File: src/rtl/quant_zigzag_buffer_if.sv
// Bus between the quantizer's divider output, the zigzag reorder buffer and its downstream consumer.
// The master side drives the divider entries and out_ready; the slave side is the buffer.
interface quant_zigzag_buffer_if #(
  parameter int coef_width = 12
);
  logic                  in_valid;
  logic [5:0]            in_tag;
  logic [coef_width-1:0] in_coef;
  logic                  out_valid;
  logic                  out_ready;
  logic [coef_width-1:0] out_coef;
  logic [5:0]            out_index;
  logic                  out_last;
  logic                  overflow;

  modport master (
    output in_valid, in_tag, in_coef, out_ready,
    input  out_valid, out_coef, out_index, out_last, overflow
  );

  modport slave (
    input  in_valid, in_tag, in_coef, out_ready,
    output out_valid, out_coef, out_index, out_last, overflow
  );
endinterface

File: src/rtl/quant_zigzag_buffer.sv
// Double-banked 8x8 coefficient buffer: gathers raster-tagged divider output in any order
// and streams each completed block in JPEG zigzag order over a valid/ready port.
module quant_zigzag_buffer #(
  parameter int coef_width = 12
) (
  input  logic                 clock,
  input  logic                 reset_n,
  quant_zigzag_buffer_if.slave bus
);

  typedef enum logic [1:0] {
    BANK_EMPTY   = 2'd0,
    BANK_FILLING = 2'd1,
    BANK_FULL    = 2'd2
  } bank_state_t;

  typedef enum logic {
    RD_IDLE   = 1'b0,
    RD_STREAM = 1'b1
  } rd_state_t;

  // Zigzag index k -> raster position row*8+col.
  localparam logic [5:0] ZZ [64] = '{
    6'd0,  6'd1,  6'd8,  6'd16, 6'd9,  6'd2,  6'd3,  6'd10,
    6'd17, 6'd24, 6'd32, 6'd25, 6'd18, 6'd11, 6'd4,  6'd5,
    6'd12, 6'd19, 6'd26, 6'd33, 6'd40, 6'd48, 6'd41, 6'd34,
    6'd27, 6'd20, 6'd13, 6'd6,  6'd7,  6'd14, 6'd21, 6'd28,
    6'd35, 6'd42, 6'd49, 6'd56, 6'd57, 6'd50, 6'd43, 6'd36,
    6'd29, 6'd22, 6'd15, 6'd23, 6'd30, 6'd37, 6'd44, 6'd51,
    6'd58, 6'd59, 6'd52, 6'd45, 6'd38, 6'd31, 6'd39, 6'd46,
    6'd53, 6'd60, 6'd61, 6'd54, 6'd47, 6'd55, 6'd62, 6'd63
  };

  // Both banks share one array; the bank number is the top address bit.
  logic [coef_width-1:0] coef_mem [128];

  logic [1:0]            bank_full;
  logic [1:0]            bank_complete;
  logic [1:0]            wr_sel;
  logic [1:0]            rel_sel;
  logic [63:0]           tag_onehot;

  logic                  wb_q, wb_d;
  logic                  rb_q, rb_d;
  rd_state_t             rd_state_q, rd_state_d;
  logic                  out_valid_q, out_valid_d;
  logic [5:0]            out_index_q, out_index_d;
  logic [coef_width-1:0] out_coef_q, out_coef_d;
  logic                  overflow_q, overflow_d;

  logic                  wr_accept;
  logic                  wr_drop;
  logic                  wr_complete;
  logic                  handshake;
  logic                  last_beat;
  logic                  release_bank;
  logic                  load;
  logic                  load_bank;
  logic [5:0]            load_k;

  assign tag_onehot   = 64'd1 << bus.in_tag;
  assign wr_accept    = bus.in_valid && !bank_full[wb_q];
  assign wr_drop      = bus.in_valid && bank_full[wb_q];
  assign wr_complete  = bank_complete[wb_q];
  assign handshake    = out_valid_q && bus.out_ready;
  assign last_beat    = (out_index_q == 6'd63);
  assign release_bank = handshake && last_beat;

  generate
    for (genvar gi = 0; gi < 2; gi++) begin : g_bank
      bank_state_t state_q, state_d;
      logic [63:0] mask_q, mask_d;

      assign bank_full[gi]     = (state_q == BANK_FULL);
      assign bank_complete[gi] = &(mask_q | tag_onehot);
      assign wr_sel[gi]        = wr_accept && (wb_q == 1'(gi));
      assign rel_sel[gi]       = release_bank && (rb_q == 1'(gi));

      // A bank is never written while FULL and only released while FULL, so the
      // two selects are mutually exclusive for any one bank.
      always_comb begin
        state_d = state_q;
        mask_d  = mask_q;
        if (wr_sel[gi]) begin
          mask_d  = mask_q | tag_onehot;
          state_d = bank_complete[gi] ? BANK_FULL : BANK_FILLING;
        end else if (rel_sel[gi]) begin
          mask_d  = '0;
          state_d = BANK_EMPTY;
        end
      end

      always_ff @(posedge clock or negedge reset_n) begin
        if (!reset_n) begin
          state_q <= BANK_EMPTY;
          mask_q  <= '0;
        end else begin
          state_q <= state_d;
          mask_q  <= mask_d;
        end
      end
    end
  endgenerate

  always_ff @(posedge clock) begin
    if (wr_accept) begin
      coef_mem[{wb_q, bus.in_tag}] <= bus.in_coef;
    end
  end

  always_comb begin
    wb_d       = wb_q;
    overflow_d = overflow_q | wr_drop;
    if (wr_accept && wr_complete) begin
      wb_d = ~wb_q;
    end
  end

  // Entering STREAM costs one edge; the first beat is loaded on the following edge.
  always_comb begin
    rd_state_d  = rd_state_q;
    rb_d        = rb_q;
    out_valid_d = out_valid_q;
    out_index_d = out_index_q;
    out_coef_d  = out_coef_q;
    load        = 1'b0;
    load_bank   = rb_q;
    load_k      = '0;

    case (rd_state_q)
      RD_IDLE: begin
        if (bank_full[rb_q]) begin
          rd_state_d = RD_STREAM;
        end
      end
      RD_STREAM: begin
        if (!out_valid_q) begin
          load = 1'b1;
        end else if (handshake) begin
          if (!last_beat) begin
            load   = 1'b1;
            load_k = out_index_q + 6'd1;
          end else begin
            rb_d = ~rb_q;
            if (bank_full[~rb_q]) begin
              load      = 1'b1;
              load_bank = ~rb_q;
            end else begin
              rd_state_d  = RD_IDLE;
              out_valid_d = 1'b0;
              out_index_d = '0;
            end
          end
        end
      end
    endcase

    if (load) begin
      out_valid_d = 1'b1;
      out_index_d = load_k;
      out_coef_d  = coef_mem[{load_bank, ZZ[load_k]}];
    end
  end

  always_ff @(posedge clock or negedge reset_n) begin
    if (!reset_n) begin
      wb_q        <= 1'b0;
      rb_q        <= 1'b0;
      rd_state_q  <= RD_IDLE;
      out_valid_q <= 1'b0;
      out_index_q <= '0;
      out_coef_q  <= '0;
      overflow_q  <= 1'b0;
    end else begin
      wb_q        <= wb_d;
      rb_q        <= rb_d;
      rd_state_q  <= rd_state_d;
      out_valid_q <= out_valid_d;
      out_index_q <= out_index_d;
      out_coef_q  <= out_coef_d;
      overflow_q  <= overflow_d;
    end
  end

  assign bus.out_valid = out_valid_q;
  assign bus.out_index = out_index_q;
  assign bus.out_last  = (out_index_q == 6'd63);
  assign bus.out_coef  = out_coef_q;
  assign bus.overflow  = overflow_q;

endmodule

File: src/flat_wrapper.sv
// flat-port wrapper written by rule: the top's interface ports become plain ports
module quant_zigzag_buffer_flat 
#(
  parameter int coef_width = 12
)
  (clock, reset_n, bus_in_valid, bus_in_tag, bus_in_coef, bus_out_ready, bus_out_valid, bus_out_coef, bus_out_index, bus_out_last, bus_overflow);
  quant_zigzag_buffer_if #(.coef_width(coef_width)) bus_i ();
  input  logic clock;
  input  logic reset_n;
  input wire logic [$bits(bus_i.in_valid)-1:0] bus_in_valid;
  input wire logic [$bits(bus_i.in_tag)-1:0] bus_in_tag;
  input wire logic [$bits(bus_i.in_coef)-1:0] bus_in_coef;
  input wire logic [$bits(bus_i.out_ready)-1:0] bus_out_ready;
  output wire logic [$bits(bus_i.out_valid)-1:0] bus_out_valid;
  output wire logic [$bits(bus_i.out_coef)-1:0] bus_out_coef;
  output wire logic [$bits(bus_i.out_index)-1:0] bus_out_index;
  output wire logic [$bits(bus_i.out_last)-1:0] bus_out_last;
  output wire logic [$bits(bus_i.overflow)-1:0] bus_overflow;
  assign bus_i.in_valid = bus_in_valid;
  assign bus_i.in_tag = bus_in_tag;
  assign bus_i.in_coef = bus_in_coef;
  assign bus_i.out_ready = bus_out_ready;
  assign bus_out_valid = bus_i.out_valid;
  assign bus_out_coef = bus_i.out_coef;
  assign bus_out_index = bus_i.out_index;
  assign bus_out_last = bus_i.out_last;
  assign bus_overflow = bus_i.overflow;
  quant_zigzag_buffer #(.coef_width(coef_width)) u_core (.clock(clock), .reset_n(reset_n), .bus(bus_i));
endmodule
File: config.mk
export PLATFORM = sky130hd
export DESIGN_NAME = quant_zigzag_buffer_flat
export DESIGN_NICKNAME = d
export VERILOG_FILES = /design/src/rtl/quant_zigzag_buffer_if.sv /design/src/rtl/quant_zigzag_buffer.sv /design/src/flat_wrapper.sv
export SDC_FILE = /design/constraint.sdc
export NUM_CORES = 2
export LEC_CHECK = 0
export CORE_ASPECT_RATIO = 0.6
export CORE_MARGIN = 5
export CORE_UTILIZATION = 30
export CTS_CLUSTER_DIAMETER = 200
export DETAILED_ROUTE_END_ITERATION = 10
export HOLD_SLACK_MARGIN = 0.06
export PLACE_DENSITY = 0.51
export SLEW_MARGIN = 10
export SYNTH_ARGS = -nofsm -noshare
export SYNTH_HDL_FRONTEND = slang
export SYNTH_SLANG_ARGS = --single-unit
File: constraint.sdc
create_clock -name clock -period 6.16 [get_ports clock]
set_input_delay 1.232 -clock clock [delete_from_list [all_inputs] [get_ports clock]]
set_output_delay 1.232 -clock clock [all_outputs]
set_load 0.005 [all_outputs]
==> metrics.sh <==
CTS_ROOT_BUF='sky130_fd_sc_hd__clkbuf_16'
TRITONCTS='done'
YS.FLOP_TYPE='sky130_fd_sc_hd__edfxtp_1'
PORTBUFFERS=42
DIEHEIGHT_UM=378
SYNTH_AREA_MM2=0.0677
SHARE_OF_FLIP_FLOPS_WITH_AN_ASYNCHRONOUS_SET_OR_RESET_AFTER_SYNTHESIS_PCT=9.17
FINAL_CORE_UTILIZATION_PCT=35.4
FINAL-INSTANCE-COUNT-EXCL-FILL=7666
FIN_SETUP_TNS_PS=0
WORST_PATH_FANOUT_MAX=14
INITIALDRTVIOLATIONCOUNT=5753
CP-END-KIND='register'
CP-START-KIND='primary input'
SYNTH_EDF_COUNT=1536
FINALHOLDVIOLCOUNT=0
STARTPOINT='bus_out_ready'
GRT_FIRST_PASS_WIRELENGTH_UM=313000
NETS=4571
SYNTH_SEQ_AREA_SHARE_PCT=73.9
ROUTED_WIRELENGTH_UM=224000
MAX_SLEW_MARGIN_PCT=14.8
SYNTHCELLS=4205
GR-USAGE-ALL-LAYERS_PCT=18.5
POSTCTSSETUPREPAIRBUFS=0
SETUP_REPAIR_AFTER_GLOBAL_ROUTING_MISSED_ITS_MARGIN='no'
GRT_MAX_DEGREE=129
POST-DP-HPWL_UM=149000
LAYOUT_COMMONEST_CELL='sky130_fd_sc_hd__edfxtp_1'
TOTAL_DRC_ERRORS_IN_THE_ROUTED_LAYOUT=0
IOPINCOUNT=43
POST_ROUTE_CELLS_DRIVE_ABOVE_1_SHARE_PCT=19.1
CRITPATHREQUIREDTIME_PS=6830
FINAL.MIN_CLOCK_PERIOD_PS=5920
CTSLONGESTPATHBUFFERS=4
AREA.GROWTH.SYNTH_TO_FINAL_PCT=17.8
ROUTED_WIRE_LENGTH_PER_INSTANCE_UM=29.3
RATIO_OF_ROUTED_VIAS_TO_STANDARD_CELLS=5.45
ROUTABILITY_CONGESTION_ESTIMATE=1.00
PEAKVDDDROP_uV=178
GRT_PASS1_VIAS=39089
DIE-WIDTH_UM=623
YOSYSUNIQUECELLTYPES=92
HTREEDEPTH=4
TRITONCTS.NUM_BUFFERS=159
CRIT_PATH_END='u_core.bus.out_coef[1]'
STATUS='completed'
GRT_ANTENNA_BEFORE_REPAIR=27
FLOORPLAN.DIE_AREA_MM2=0.236
MAPPEDNETLISTNETS=4241
POWER.DENSITY_mW_PER_MM2=288
MAXCLOCKFREQUENCY_MHz=169
FP-ROW-COUNT=135
YS_FF_LATCH=1691
MULTIINPUTGATEAREA_MM2=0.0168
MAX-CAP-VIOLATIONS=0
MOSTFREQUENTLAYOUTCELLS='1536 x sky130_fd_sc_hd__edfxtp_1, 382 x sky130_fd_sc_hd__buf_4, 308 x sky130_fd_sc_hd__nand2_1'
TIMING_MAX_TRANSITION_VIOLATIONS_FINAL=0
FINALCRITPERIODSHARE_PCT=96.1
DRT_PASS1_ITERATIONS=6
CRITPATHKIND='in2reg'
CORE_AREA_MM2=0.225
P_LEAK_uW=0.0270
SYN_AVG_CELL_AREA_UM2=16.1
TIGHTESTPINTRANSITION_PS=1270
CLK_PIN_SLEW_PS=70
CTS.HOLD.BUFFERS_ADDED=0
DRTANTENNAVIOLNETS=0
CRITICAL_PATH_ARRIVAL_PS=6590
SEQ_AREA_MM2=0.0500
PLACEDCELLCOUNT=7388
POST_CTS_RESIZED=0
CLOCK_INSERTION_DELAY_WORST_SKEW_PS=810
START_UTIL_PCT=30.1
REGTOREGSETUPSLACK_PS=310
TIMING.REG2REG.WORST_PATH_DEPTH=21
SETUP_VIOLATIONS=0
FILLERINSTANCES=21352
HP-CLASS='reg2reg'
REG2REG_FROM='u_core.bus.out_index[0]'
PLACE_AREA_MM2=0.0748
GRT.OVERFLOW.TOTAL=0
HOLD_DEPTH=1
TIMING.CLOCK.SKEW_PS=36.6
REGTOREGENDPOINT='u_core.bus.out_coef[1]'
VIAS=41807
TRITONCTS_NUM_SINKS=1691
STDCELL_AREA_MM2=0.0797
SYNTH.YOSYS.WARNINGS=0
report_power, final:
| part | internal (uW) | leakage, uW | switching (uW) |
|---|---|---|---|
| Combinational | 110 | 0.00876 | 356 |
| Clock | 5470 | 0.00240 | 4310 |
| Sequential | 12600 | 0.0159 | 89.5 |
| Total | 18200 | 0.0270 | 4760 |
cells by family (layout without fill, tap and decap cells):
kind of cell	Yosys count	after routing	synth area share, %
xor+xnor	9	9	0.139
simple gates	1006	1006	7.38
fa+ha+maj	14	14	0.259
other cells	0	2	0
mux	340	340	7.07
compound gates	842	842	9.18
flops	1691	1691	73.9
buf+inv	303	748	2.10
cell type report:
class	instances	area share [%]
clock buffer	207	5.35
antenna	2	0.00628
tap	3014	4.73
sequential	1691	62.7
clock inverter	69	0.860
multi-input combinational	2211	21.1
timing repair buffer	462	5.23
inverter	10	0.0487
critical path: stages:
cell	delay [ps]
sky130_fd_sc_hd__clkdlybuf4s50_1	540
sky130_fd_sc_hd__nand3_1	130
sky130_fd_sc_hd__a21oi_2	150
sky130_fd_sc_hd__nand2_1	90
sky130_fd_sc_hd__buf_4	180
sky130_fd_sc_hd__inv_1	140
sky130_fd_sc_hd__ha_1	260
sky130_fd_sc_hd__a21oi_1	100
sky130_fd_sc_hd__or4_1	450
sky130_fd_sc_hd__o311ai_1	180
sky130_fd_sc_hd__o32a_2	360
sky130_fd_sc_hd__buf_12	180
sky130_fd_sc_hd__nand2_2	80
sky130_fd_sc_hd__buf_12	190
sky130_fd_sc_hd__buf_4	230
sky130_fd_sc_hd__a211oi_1	330
sky130_fd_sc_hd__nor4_1	90
sky130_fd_sc_hd__buf_4	180
sky130_fd_sc_hd__a31oi_1	800
sky130_fd_sc_hd__nand4_1	390
sky130_fd_sc_hd__o221a_2	240
stage by stage:
step           hold slack (ps)  total power [uW]  setup slack [ps]
6_report                   488             22900               240
5_1_grt                    504             23600              50.8
4_1_cts                    485             23100               505
3_5_place_dp               473             13400              -265
3_3_place_gp               465             13400              -341
2_1_floorplan              444             13000               884
flip-flops by register name (all words and copies together), names as in the netlist:
name,cells
u_core.wb_q,1
u_core.bus.out_index,6
u_core.g_bank.mask_q,128
u_core.rd_state_q,1
u_core.coef_mem,1536
u_core.bus.out_valid,1
u_core.g_bank.state_q,4
u_core.bus.overflow,1
u_core.rb_q,1
u_core.bus.out_coef,12
metal layers:
metal | part of all wire [%] | track usage (%)
met2 | 39 | 24.1
met1 | 49 | 30.1
met4 | 1.8 | 3.26
met5 | 0.0080 | 0
met3 | 11 | 5.11
synthesized netlist by cell type, types with 11 or more instances:
cell type                   number  area [um2]
sky130_fd_sc_hd__a2111oi_0      33         289
sky130_fd_sc_hd__a32oi_1        47         412
sky130_fd_sc_hd__o22ai_1       110         688
sky130_fd_sc_hd__dfrtp_1       155        3880
sky130_fd_sc_hd__o21a_1         85         638
sky130_fd_sc_hd__edfxtp_1     1536       46100
sky130_fd_sc_hd__nor2_1        182         683
sky130_fd_sc_hd__and3_1        187        1170
sky130_fd_sc_hd__a21oi_1        36         180
sky130_fd_sc_hd__and2_1         16         100
sky130_fd_sc_hd__mux2i_1       209        2090
sky130_fd_sc_hd__o21ai_1        12        60.1
sky130_fd_sc_hd__buf_4          21         158
sky130_fd_sc_hd__buf_2          75         375
sky130_fd_sc_hd__o2bb2ai_1      11        96.3
sky130_fd_sc_hd__mux2_2         17         191
sky130_fd_sc_hd__clkbuf_1      155         582
sky130_fd_sc_hd__a31oi_1        50         313
sky130_fd_sc_hd__a22o_1         13         114
sky130_fd_sc_hd__a211oi_1      167        1250
sky130_fd_sc_hd__mux4_2        108        2430
sky130_fd_sc_hd__nand4_1        40         250
sky130_fd_sc_hd__nand3_1        87         435
sky130_fd_sc_hd__a211o_1        17         149
sky130_fd_sc_hd__nor4_1         25         156
sky130_fd_sc_hd__ha_1           14         175
sky130_fd_sc_hd__o21ai_0        51         255
sky130_fd_sc_hd__buf_1          27         101
sky130_fd_sc_hd__a31o_2         12         105
sky130_fd_sc_hd__buf_6          14         158
sky130_fd_sc_hd__o221a_1        11         124
sky130_fd_sc_hd__a311oi_1       14         123
sky130_fd_sc_hd__nand4b_1       12         105
sky130_fd_sc_hd__a21o_1         48         360
sky130_fd_sc_hd__a22oi_1        46         345
sky130_fd_sc_hd__a221oi_1       14         123
sky130_fd_sc_hd__nor3_1         78         390
sky130_fd_sc_hd__o211ai_1       14         105
sky130_fd_sc_hd__nand2_1       310        1160
worst min-delay path by stage:
stage / start / slack (ps) / end
6_report: u_core.g_bank[1].mask_q[37] / 490 / u_core.g_bank[1].mask_q[37]
3_5_place_dp: u_core.g_bank[0].mask_q[60] / 470 / u_core.g_bank[0].mask_q[60]
3_3_place_gp: u_core.g_bank[1].mask_q[15] / 460 / u_core.g_bank[1].mask_q[15]
5_1_grt: u_core.g_bank[1].mask_q[14] / 500 / u_core.g_bank[1].mask_q[14]
2_1_floorplan: u_core.g_bank[1].mask_q[0] / 440 / u_core.g_bank[1].mask_q[0]
4_1_cts: u_core.g_bank[1].mask_q[37] / 480 / u_core.g_bank[1].mask_q[37]
No activity file was read; power rests on OpenSTA's default activity.
